==> src/rtl/cmpe200_pkg.sv <==
// cmpe200_pkg: branch opcodes, REGIMM sub-codes and resolver FSM states
package cmpe200_pkg;
   localparam logic [5:0] OPC_BEQ    = 6'b000100;
   localparam logic [5:0] OPC_BNE    = 6'b000101;
   localparam logic [5:0] OPC_BLEZ   = 6'b000110;
   localparam logic [5:0] OPC_BGTZ   = 6'b000111;
   localparam logic [5:0] OPC_REGIMM = 6'b000001;
   localparam logic [4:0] RT_BLTZ    = 5'b00000;
   localparam logic [4:0] RT_BGEZ    = 5'b00001;
   typedef enum logic [2:0] {IDLE, RD_RS, RD_RT, EVAL, DONE} state_t;
   function automatic logic is_two_op(input logic [5:0] opc);
      return opc == OPC_BEQ || opc == OPC_BNE;
   endfunction
endpackage

==> src/rtl/branch_cond_eval.sv <==
// branch_cond_eval: branch condition and legality from opcode, REGIMM sub-code and operands
module branch_cond_eval
   import cmpe200_pkg::*;
#(
   parameter int REG_AW = 5,
   parameter int DATA_W = 32
) (
   input  logic [5:0]        opcode,
   input  logic [REG_AW-1:0] rt,
   input  logic [DATA_W-1:0] a,
   input  logic [DATA_W-1:0] b,
   output logic              taken,
   output logic              illegal
);
   logic neg, zero;
   always_comb begin
      neg = a[DATA_W-1];
      zero = ~|a;
      taken = opcode == OPC_BEQ  ? a == b :
              opcode == OPC_BNE  ? a != b :
              opcode == OPC_BLEZ ? neg | zero :
              opcode == OPC_BGTZ ? ~neg & ~zero :
              opcode == OPC_REGIMM && rt == RT_BLTZ ? neg :
              opcode == OPC_REGIMM && rt == RT_BGEZ ? ~neg : 1'b0;
      illegal = !(is_two_op(opcode) || opcode == OPC_BLEZ || opcode == OPC_BGTZ ||
                  (opcode == OPC_REGIMM && (rt == RT_BLTZ || rt == RT_BGEZ)));
   end
endmodule

==> src/rtl/branch_resolve_ctrl.sv <==
// branch_resolve_ctrl: multi-cycle branch resolver owning the shared RF read port while busy
module branch_resolve_ctrl
   import cmpe200_pkg::*;
#(
   parameter int REG_AW = 5,
   parameter int DATA_W = 32,
   parameter int IMM_W  = 16
) (
   input  logic              clk,
   input  logic              rst_n,
   input  logic              br_valid,
   output logic              br_ready,
   input  logic [5:0]        br_opcode,
   input  logic [REG_AW-1:0] br_rs,
   input  logic [REG_AW-1:0] br_rt,
   input  logic [IMM_W-1:0]  br_imm,
   input  logic [DATA_W-1:0] br_pc,
   output logic              rf_rd_en,
   output logic [REG_AW-1:0] rf_raddr,
   input  logic [DATA_W-1:0] rf_rdata,
   output logic              res_valid,
   output logic              res_taken,
   output logic [DATA_W-1:0] res_target,
   output logic              flush,
   output logic              illegal
);
   state_t state, next;
   logic [5:0] opc;
   logic [REG_AW-1:0] rs, rt, last_addr, c_rt;
   logic [IMM_W-1:0] imm;
   logic [DATA_W-1:0] pc, op_a, rd_val, c_a, pc_src, pc4, tgt;
   logic [5:0] c_opc;
   logic two, accept, c_taken, c_illegal, taken_q, illegal_q;
   logic [DATA_W-1:0] target_q;
   branch_cond_eval #(.REG_AW(REG_AW), .DATA_W(DATA_W)) u_eval (
      .opcode(c_opc), .rt(c_rt), .a(c_a), .b(rd_val), .taken(c_taken), .illegal(c_illegal)
   );
   // In IDLE the evaluator decodes the incoming instruction so legality is known at accept
   always_comb begin
      accept = br_valid & br_ready;
      two = is_two_op(opc);
      c_opc = state == IDLE ? br_opcode : opc;
      c_rt = state == IDLE ? br_rt : rt;
      last_addr = (state == EVAL && two) ? rt : rs;
      rd_val = last_addr == '0 ? '0 : rf_rdata;
      c_a = (state == EVAL && !two) ? rd_val : op_a;
      pc_src = state == IDLE ? br_pc : pc;
      pc4 = pc_src + DATA_W'(4);
      tgt = c_taken ? pc4 + {{(DATA_W-IMM_W-2){imm[IMM_W-1]}}, imm, 2'b00} : pc4;
   end
   always_ff @(posedge clk) begin
      if (!rst_n) state <= IDLE;
      else state <= next;
   end
   always_comb begin
      next = state;
      case (state)
         IDLE:    next = accept ? (c_illegal ? DONE : RD_RS) : IDLE;
         RD_RS:   next = two ? RD_RT : EVAL;
         RD_RT:   next = EVAL;
         EVAL:    next = DONE;
         default: next = IDLE;
      endcase
   end
   always_ff @(posedge clk) begin
      if (!rst_n) begin
         opc <= '0;
         rs <= '0;
         rt <= '0;
         imm <= '0;
         pc <= '0;
         op_a <= '0;
         taken_q <= 1'b0;
         illegal_q <= 1'b0;
         target_q <= '0;
      end else begin
         if (accept) begin
            opc <= br_opcode;
            rs <= br_rs;
            rt <= br_rt;
            imm <= br_imm;
            pc <= br_pc;
            if (c_illegal) begin
               illegal_q <= 1'b1;
               taken_q <= 1'b0;
               target_q <= pc4;
            end
         end
         if (state == RD_RT) op_a <= rd_val;
         if (state == EVAL) begin
            if (!two) op_a <= rd_val;
            taken_q <= c_taken;
            illegal_q <= 1'b0;
            target_q <= tgt;
         end
      end
   end
   always_comb begin
      br_ready = state == IDLE;
      rf_rd_en = state == RD_RS || state == RD_RT;
      rf_raddr = state == RD_RS ? rs : state == RD_RT ? rt : '0;
      res_valid = state == DONE;
      res_taken = taken_q;
      res_target = target_q;
      flush = res_valid & taken_q;
      illegal = illegal_q;
   end
endmodule

==> config.mk <==
export PLATFORM = sky130hd
export DESIGN_NAME = branch_resolve_ctrl
export DESIGN_NICKNAME = d
export VERILOG_FILES = /design/src/rtl/cmpe200_pkg.sv /design/src/rtl/branch_cond_eval.sv /design/src/rtl/branch_resolve_ctrl.sv
export SDC_FILE = /design/constraint.sdc
export NUM_CORES = 1
export LEC_CHECK = 0
export BUFFER_PORTS_ARGS = -buffer_cell sky130_fd_sc_hd__buf_2
export CAP_MARGIN = 20
export CORE_UTILIZATION = 37
export CTS_CLUSTER_DIAMETER = 80
export DETAILED_ROUTE_END_ITERATION = 8
export SYNTH_ARGS = -nofsm -noshare
export SYNTH_HDL_FRONTEND = slang
export SYNTH_SLANG_ARGS = --single-unit
==> constraint.sdc <==
create_clock -name clk -period 7.7 [get_ports clk]
set_input_delay 0.77 -clock clk [delete_from_list [all_inputs] [get_ports clk]]
set_output_delay 0.77 -clock clk [all_outputs]
set_load 0.03 [all_outputs]
# ---- Word-level counts from Yosys, hierarchy flattened
# Index checks and enable logic that the tools add are counted.
dict set report totals {
  word_cells 84
  inputBits 99
  register_bits 133
}
dict set report op_classes {
  n_eq_ne 15
  n_mux 28
  addsub 2
  n_bitwise 7
  reduce_logical 22
}
# operator n
set ops {}
lappend ops {{2-to-1 mux 32 bit} 10}
lappend ops {{== test 6 x 3 -> 1 bit, second input constant} 6}
lappend ops {{adder 32 x 3 -> 32 bit, second input constant} 1}
lappend ops {{adder 32 bit} 1}
lappend ops {{== test 32 bit} 1}
lappend ops {{!= test 32 bit} 1}
lappend ops {{OR reduction 32 bit} 1}
lappend ops {{2-to-1 mux 5 bit} 4}
lappend ops {{case mux 3 bit (4 select lines)} 1}
lappend ops {{zero test 5 bit} 2}
lappend ops {{2-to-1 mux 1 bit} 10}
lappend ops {{logical OR 1 bit} 7}
lappend ops {{== test 3 x 2 -> 1 bit, second input constant} 2}
lappend ops {{== test 6 x 1 -> 1 bit, second input constant} 1}
lappend ops {{2-to-1 mux 3 bit} 2}
lappend ops {{2-to-1 mux 6 bit} 1}
lappend ops {{== test 5 x 1 -> 1 bit, second input constant} 1}
lappend ops {{logical AND 1 bit} 5}
lappend ops {{AND reduction 2 bit} 2}
lappend ops {{AND 1 bit} 3}
lappend ops {{== test 3 x 1 -> 1 bit, second input constant} 1}
lappend ops {{== test 3 bit, second input constant} 1}
lappend ops {{zero test 3 bit} 1}
lappend ops {{NOT 1 bit} 3}
lappend ops {{other kinds (5)} 6}

# ---- Depth between registers and ports, before layout
dict set report depth {
  depth_word 16
  mapped_depth 27
  depth_no_buf 22
}

# ---- By module
# From an unflattened synthesis, not the netlist that was laid out.
dict set report hier_totals {
  cells_unflattened 1207
  hier_area_um2 9253.9
}
# mod area_each_um2 seq_area_each_um2 cells_each n_inst
set by_module_without_submodules {}
lappend by_module_without_submodules {branch_resolve_ctrl 8743.4 2662.6 1139 1}
lappend by_module_without_submodules {branch_cond_eval 510.5 0.0 68 1}

# ---- Worst setup path before layout
# No wires, ideal clock.
dict set report synth_path {
  path_type {register -> register}
  start {register state[1]}
  end {register target_q[28] (netlist: res_target[28])}
  period_less_slack_ns 6.057
  arrival_ns 5.988
  path_stages_with_launch 26
  path_buffers 5
  slack_ns 1.643
  cell_sequence {dfxtp_1 > buf_2 > or3_1 > clkinv_1 > buf_2 > buf_1 > clkbuf_1 > buf_1 > mux2i_1 > inv_1 > ha_1 > o21a_1 > nand3_1 > or3_1 > xor2_1 > ha_1 > and3_1 > and2_1 > nand3_1 > o22a_1 > o21ai_0 > o41ai_1 > o21ba_2 > o41ai_1 > or3_1 > a21oi_1}
}
dict set report synth_between {
  elab_chain_len 15
}
# item line
set synth_rtl {}
lappend synth_rtl {{start, declared} branch_resolve_ctrl.sv:27} ;# state_t state, next;
lappend synth_rtl {{start signal, assigned} branch_resolve_ctrl.sv:53} ;# else state <= next;
lappend synth_rtl {{parallel branches: the longest is 15 deep, another holds adder 32 x 3 -> 32 bit} -}
lappend synth_rtl {{end signal, assigned} branch_resolve_ctrl.sv:86} ;# target_q <= pc4;
lappend synth_rtl {{end signal, assigned} branch_resolve_ctrl.sv:94} ;# target_q <= tgt;
lappend synth_rtl {{end, declared} branch_resolve_ctrl.sv:34} ;# logic [DATA_W-1:0] target_q;
# Several ways; the timed one is not identified. The select of a mux whose other input is x is not followed.
# A chain may end at the register's enable or synchronous reset.

# ---- Final worst setup path
dict set report layout_path {
  start {register state[2]}
  end {register target_q[28] (netlist: res_target[28])}
}
# The elaborated chain is that of the path after synthesis.

==> implementation parameters <==
Parameter                              Value

Status
  Result of the run ... complete, no violations

CTS
  Hold buffers post-CTS ... 0
  Clock Pin Slew Worst Setup and Hold Paths ... 60 ps
  CTS resizes ... 0
  Max Buffers Root-to-Sink ... 2
  Number of sinks driven by the clock tree ... 133
  Clock tree from TritonCTS ... built
  Number of buffers added by the clock tree synthesis step ... 17
  Clock H-tree levels ... 4
  Cell at the root of the clock tree ... sky130_fd_sc_hd__clkbuf_16
  Clock latency on the worst-skew pair ... 430 ps
  Post-CTS Setup Bufs ... 0

Cells and area
  Number of filler instances in the final layout ... 2,474
  Total area of sequential cells ... 2660 um^2
  Share of post-route cells with drive strength above 1 ... 15.5%
  Area of the multi-input gates ... 5830 um^2
  Post-route cell area ... 10,400 um^2
  Net count reported at finish ... 1,378
  Area delta synth->final ... 17.0%

Synthesis
  Flop and latch count out of synthesis ... 133
  Cell count after synthesis ... 1,139
  Portion of the post-synthesis area used by sequential elements ... 30.0%
  Biggest area consumer among synthesized cells ... sky130_fd_sc_hd__dfxtp_1
  Top cells by instance count after synthesis ... 186 x sky130_fd_sc_hd__nand2_1, 133 x sky130_fd_sc_hd__dfxtp_1, 65 x sky130_fd_sc_hd__a21boi_0
  Most repeated cell in the gate-level netlist after synthesis ... sky130_fd_sc_hd__nand2_1
  Count of distinct cell types in the synthesized netlist ... 72
  Fraction of synthesized cell area taken by the top area cell type ... 30.0%
  Number of flops mapped to enable cells by yosys ... 0
  FFs w/ async S/R, synth ... 0%
  Synthesis warning total ... 0
  Ranking of synthesized cells by area ... sky130_fd_sc_hd__dfxtp_1 30%, sky130_fd_sc_hd__nand2_1 7.9%, sky130_fd_sc_hd__mux2i_1 6.1%, sky130_fd_sc_hd__a21boi_0 5.5%, sky130_fd_sc_hd__ha_1 4.2%
  Mapped Avg Cell Area ... 7.80 um^2
  Post-Syn Nets ... 1,269
  Ys flop type ... sky130_fd_sc_hd__dfxtp_1
  Cell area after synthesis ... 8890 um^2

Hold path
  Min-delay worst type ... reg -> reg
  Hold path start ... pc[30]$_SDFFE_PN0P_
  Hold Crit Endpoint ... pc[30]$_SDFFE_PN0P_
  Hold Path Stages ... 2

Worst setup path
  Master of the slowest instance on the critical path ... sky130_fd_sc_hd__or3_1
  Startpoint class of the critical path ... flip-flop
  CP arrival ... 6580 ps
  Required time worst endpoint ... 8060 ps
  Depth of the worst register-to-register path ... 21
  Largest stage delay on the critical path ... 760 ps
  Maximum fanout along the worst path ... 26
  WP buf/inv ... 2
  CP Capture Type ... flip-flop
  Crit Reg-Reg Startpoint ... state[2]$_SDFF_PN0_
  Kind of cell adding the most delay to the critical path ... simple AND/OR/NAND/NOR gates
  Reg2Reg Capture Point ... res_target[28]$_SDFFE_PN0P_
  R2r setup slk ... 1480 ps
  Cells along the critical path ... or3_1 -> inv_2 -> mux2i_1 -> inv_1 -> ha_1 -> o211ai_1 -> nor3b_1 -> nand2_1 -> xor2_1 -> mux2i_1 -> ha_1 -> and3_1 -> and2_1 -> nand3_1 -> o22a_1 -> o21ai_0 -> o41ai_1 -> o21ba_2 -> o41ai_1 -> or3_1 -> a21oi_1
  Type of the worst setup path ... reg -> reg

Floorplanning
  Placement row count ... 56
  Die width ... 157 um
  Boundary Pins ... 142
  Y dimension of the die ... 157 um
  Area inside the core boundary ... 23,500 um^2
  Starting density of the core ... 37.7%
  Total die area ... 24,600 um^2

GRT
  Most Used Layer, Global Route ... met2
  Maximum number of pins on one net before global-route repair ... 95
  Total grt overflow ... 0
  Met3 layer usage reported by global route ... 4.54%
  First-pass GRT wire length ... 41,900 um
  Met1 capacity usage during global routing ... 29.4%
  Global-route track usage on met2 ... 33.6%
  Vias in the first global route ... 7,943
  Initial antenna violation count ... 3
  Total global-route track usage ... 21.8%

Pwr
  Final Total Pwr ... 2.07 mW
  Pwr dens ... 199 nW/um^2
  Max IR drop VDD ... 0.000110 V
  Static Leak ... 4.52 nW

Placement
  Pre-CTS WS ... 1600 ps
  Final Wtd Congestion ... 0.907
  Area of placed instances ... 9830 um^2
  DPL Wire Length ... 19,700 um
  Number of buffers inserted by port buffering ... 141

STA
  Least-Margin Pin Slew ... 995 ps
  Worst setup margin ... 1480 ps
  Setup TNS Final ... 0 ps
  Final setup violating endpoints ... 0
  Count of final hold-check violations ... 0
  Post-layout min period ... 6220 ps
  Portion of the clock cycle consumed by the worst path in the final layout ... 80.8%
  Final max-slew violation count ... 0
  Worst hold slack after final layout ... 462 ps
  Unrepaired setup endpoints after global routing ... false
  Worst clock skew on the final layout ... 10.9 ps
  Highest attainable clock frequency ... 161 MHz
  Relative max-transition margin ... 33.4%

Detailed routing
  Post-route DRC ... 0
  Total number of vias ... 8,642
  WL final ... 26,600 um
  First-pass DRT Iterations ... 4
  Final antenna-violating net count ... 0
  Post-detailed-route via-to-cell ratio ... 5.46
  Violation count after the first detailed-routing iteration ... 603
  WL/cell ... 16.8 um

Job
  Max-cap check violation count ... 0
==> state kept, by name (all words and copies together) (netlist names), 3 cells and up <==
| register | count |
|---|---|
| pc | 32 |
| imm | 16 |
| op_a | 32 |
| state | 3 |
| rt | 5 |
| opc | 6 |
| res_target | 32 |
| rs | 5 |
==> layer usage <==
| layer | routed length [um] | part of all wire, % | up-vias |
|---|---|---|---|
| met5 | 13 | 0.049 | - |
| met1 | 12600 | 47 | 4026 |
| met4 | 718 | 2.7 | 2 |
| met2 | 11900 | 45 | 226 |
| li1 | - | - | 4339 |
| met3 | 1420 | 5.3 | 49 |
==> worst max path at each step <==
stage,cells after the start,start,slack [ps],endpoint
global route,21,state[2]$_SDFF_PN0_,890,res_target[28]$_SDFFE_PN0P_
detailed placement,21,state[2]$_SDFF_PN0_,1600,res_target[28]$_SDFFE_PN0P_
floorplan,25,state[1]$_SDFF_PN0_,1640,res_target[28]$_SDFFE_PN0P_
CTS,21,state[2]$_SDFF_PN0_,1540,res_target[28]$_SDFFE_PN0P_
finish,21,state[2]$_SDFF_PN0_,1480,res_target[28]$_SDFFE_PN0P_
global placement,21,state[2]$_SDFF_PN0_,1840,res_target[28]$_SDFFE_PN0P_
==> area by class of cell <==
class | instances | share of cell area [%]
diodes | 4 | 0.0963
clock buffers | 18 | 4.22
clock inverters | 14 | 1.13
inverters | 41 | 1.48
multi-input cells | 904 | 56.1
flip-flops and latches | 133 | 25.6
well taps | 319 | 3.84
repair buffers | 151 | 7.53
==> worst min-delay path, cell delays in order, from the launching register on <==
cell and delay, ps:
sky130_fd_sc_hd__dfxtp_1 310, sky130_fd_sc_hd__nand2_1 40, sky130_fd_sc_hd__a21boi_0 60
==> cell usage in the layout, fill, tap and decap left out, drive strengths merged, types with 30 or more instances in the layout <==
cell type / count
a22oi: 36
nor2b: 43
o21ai: 50
dfxtp: 133
nor2: 45
mux2i: 54
a21boi: 66
nand2: 186
inv: 47
nand3: 37
a21oi: 58
buf: 151
xnor2: 36
ha: 30
==> power breakdown <==
| group | switching, mW | internal (mW) |
|---|---|---|
| logic | 0.323 | 0.197 |
| registers | 0.0340 | 0.732 |
| clock network | 0.356 | 0.428 |
==> cell families after synthesis <==
group,count (synthesis),share of synthesized area [%]
AND/OR/NAND/NOR,429,23.5
AO/OA/AOI/OAI,329,25.4
flip-flops,133,30.0
buffers and inverters,102,4.63
XOR/XNOR,61,6.01
multiplexers,54,6.08
adder cells (fa/ha/maj),31,4.45
==> per-stage QoR <==
stage                     util, %  instances
final                        44.2       1584
after global routing         44.1       1581
after CTS                    44.1       1580
after detailed placement     41.8       1548
after global placement       41.8       1548
after floorplan                 -       1139
(Power assumes the default switching activity.)
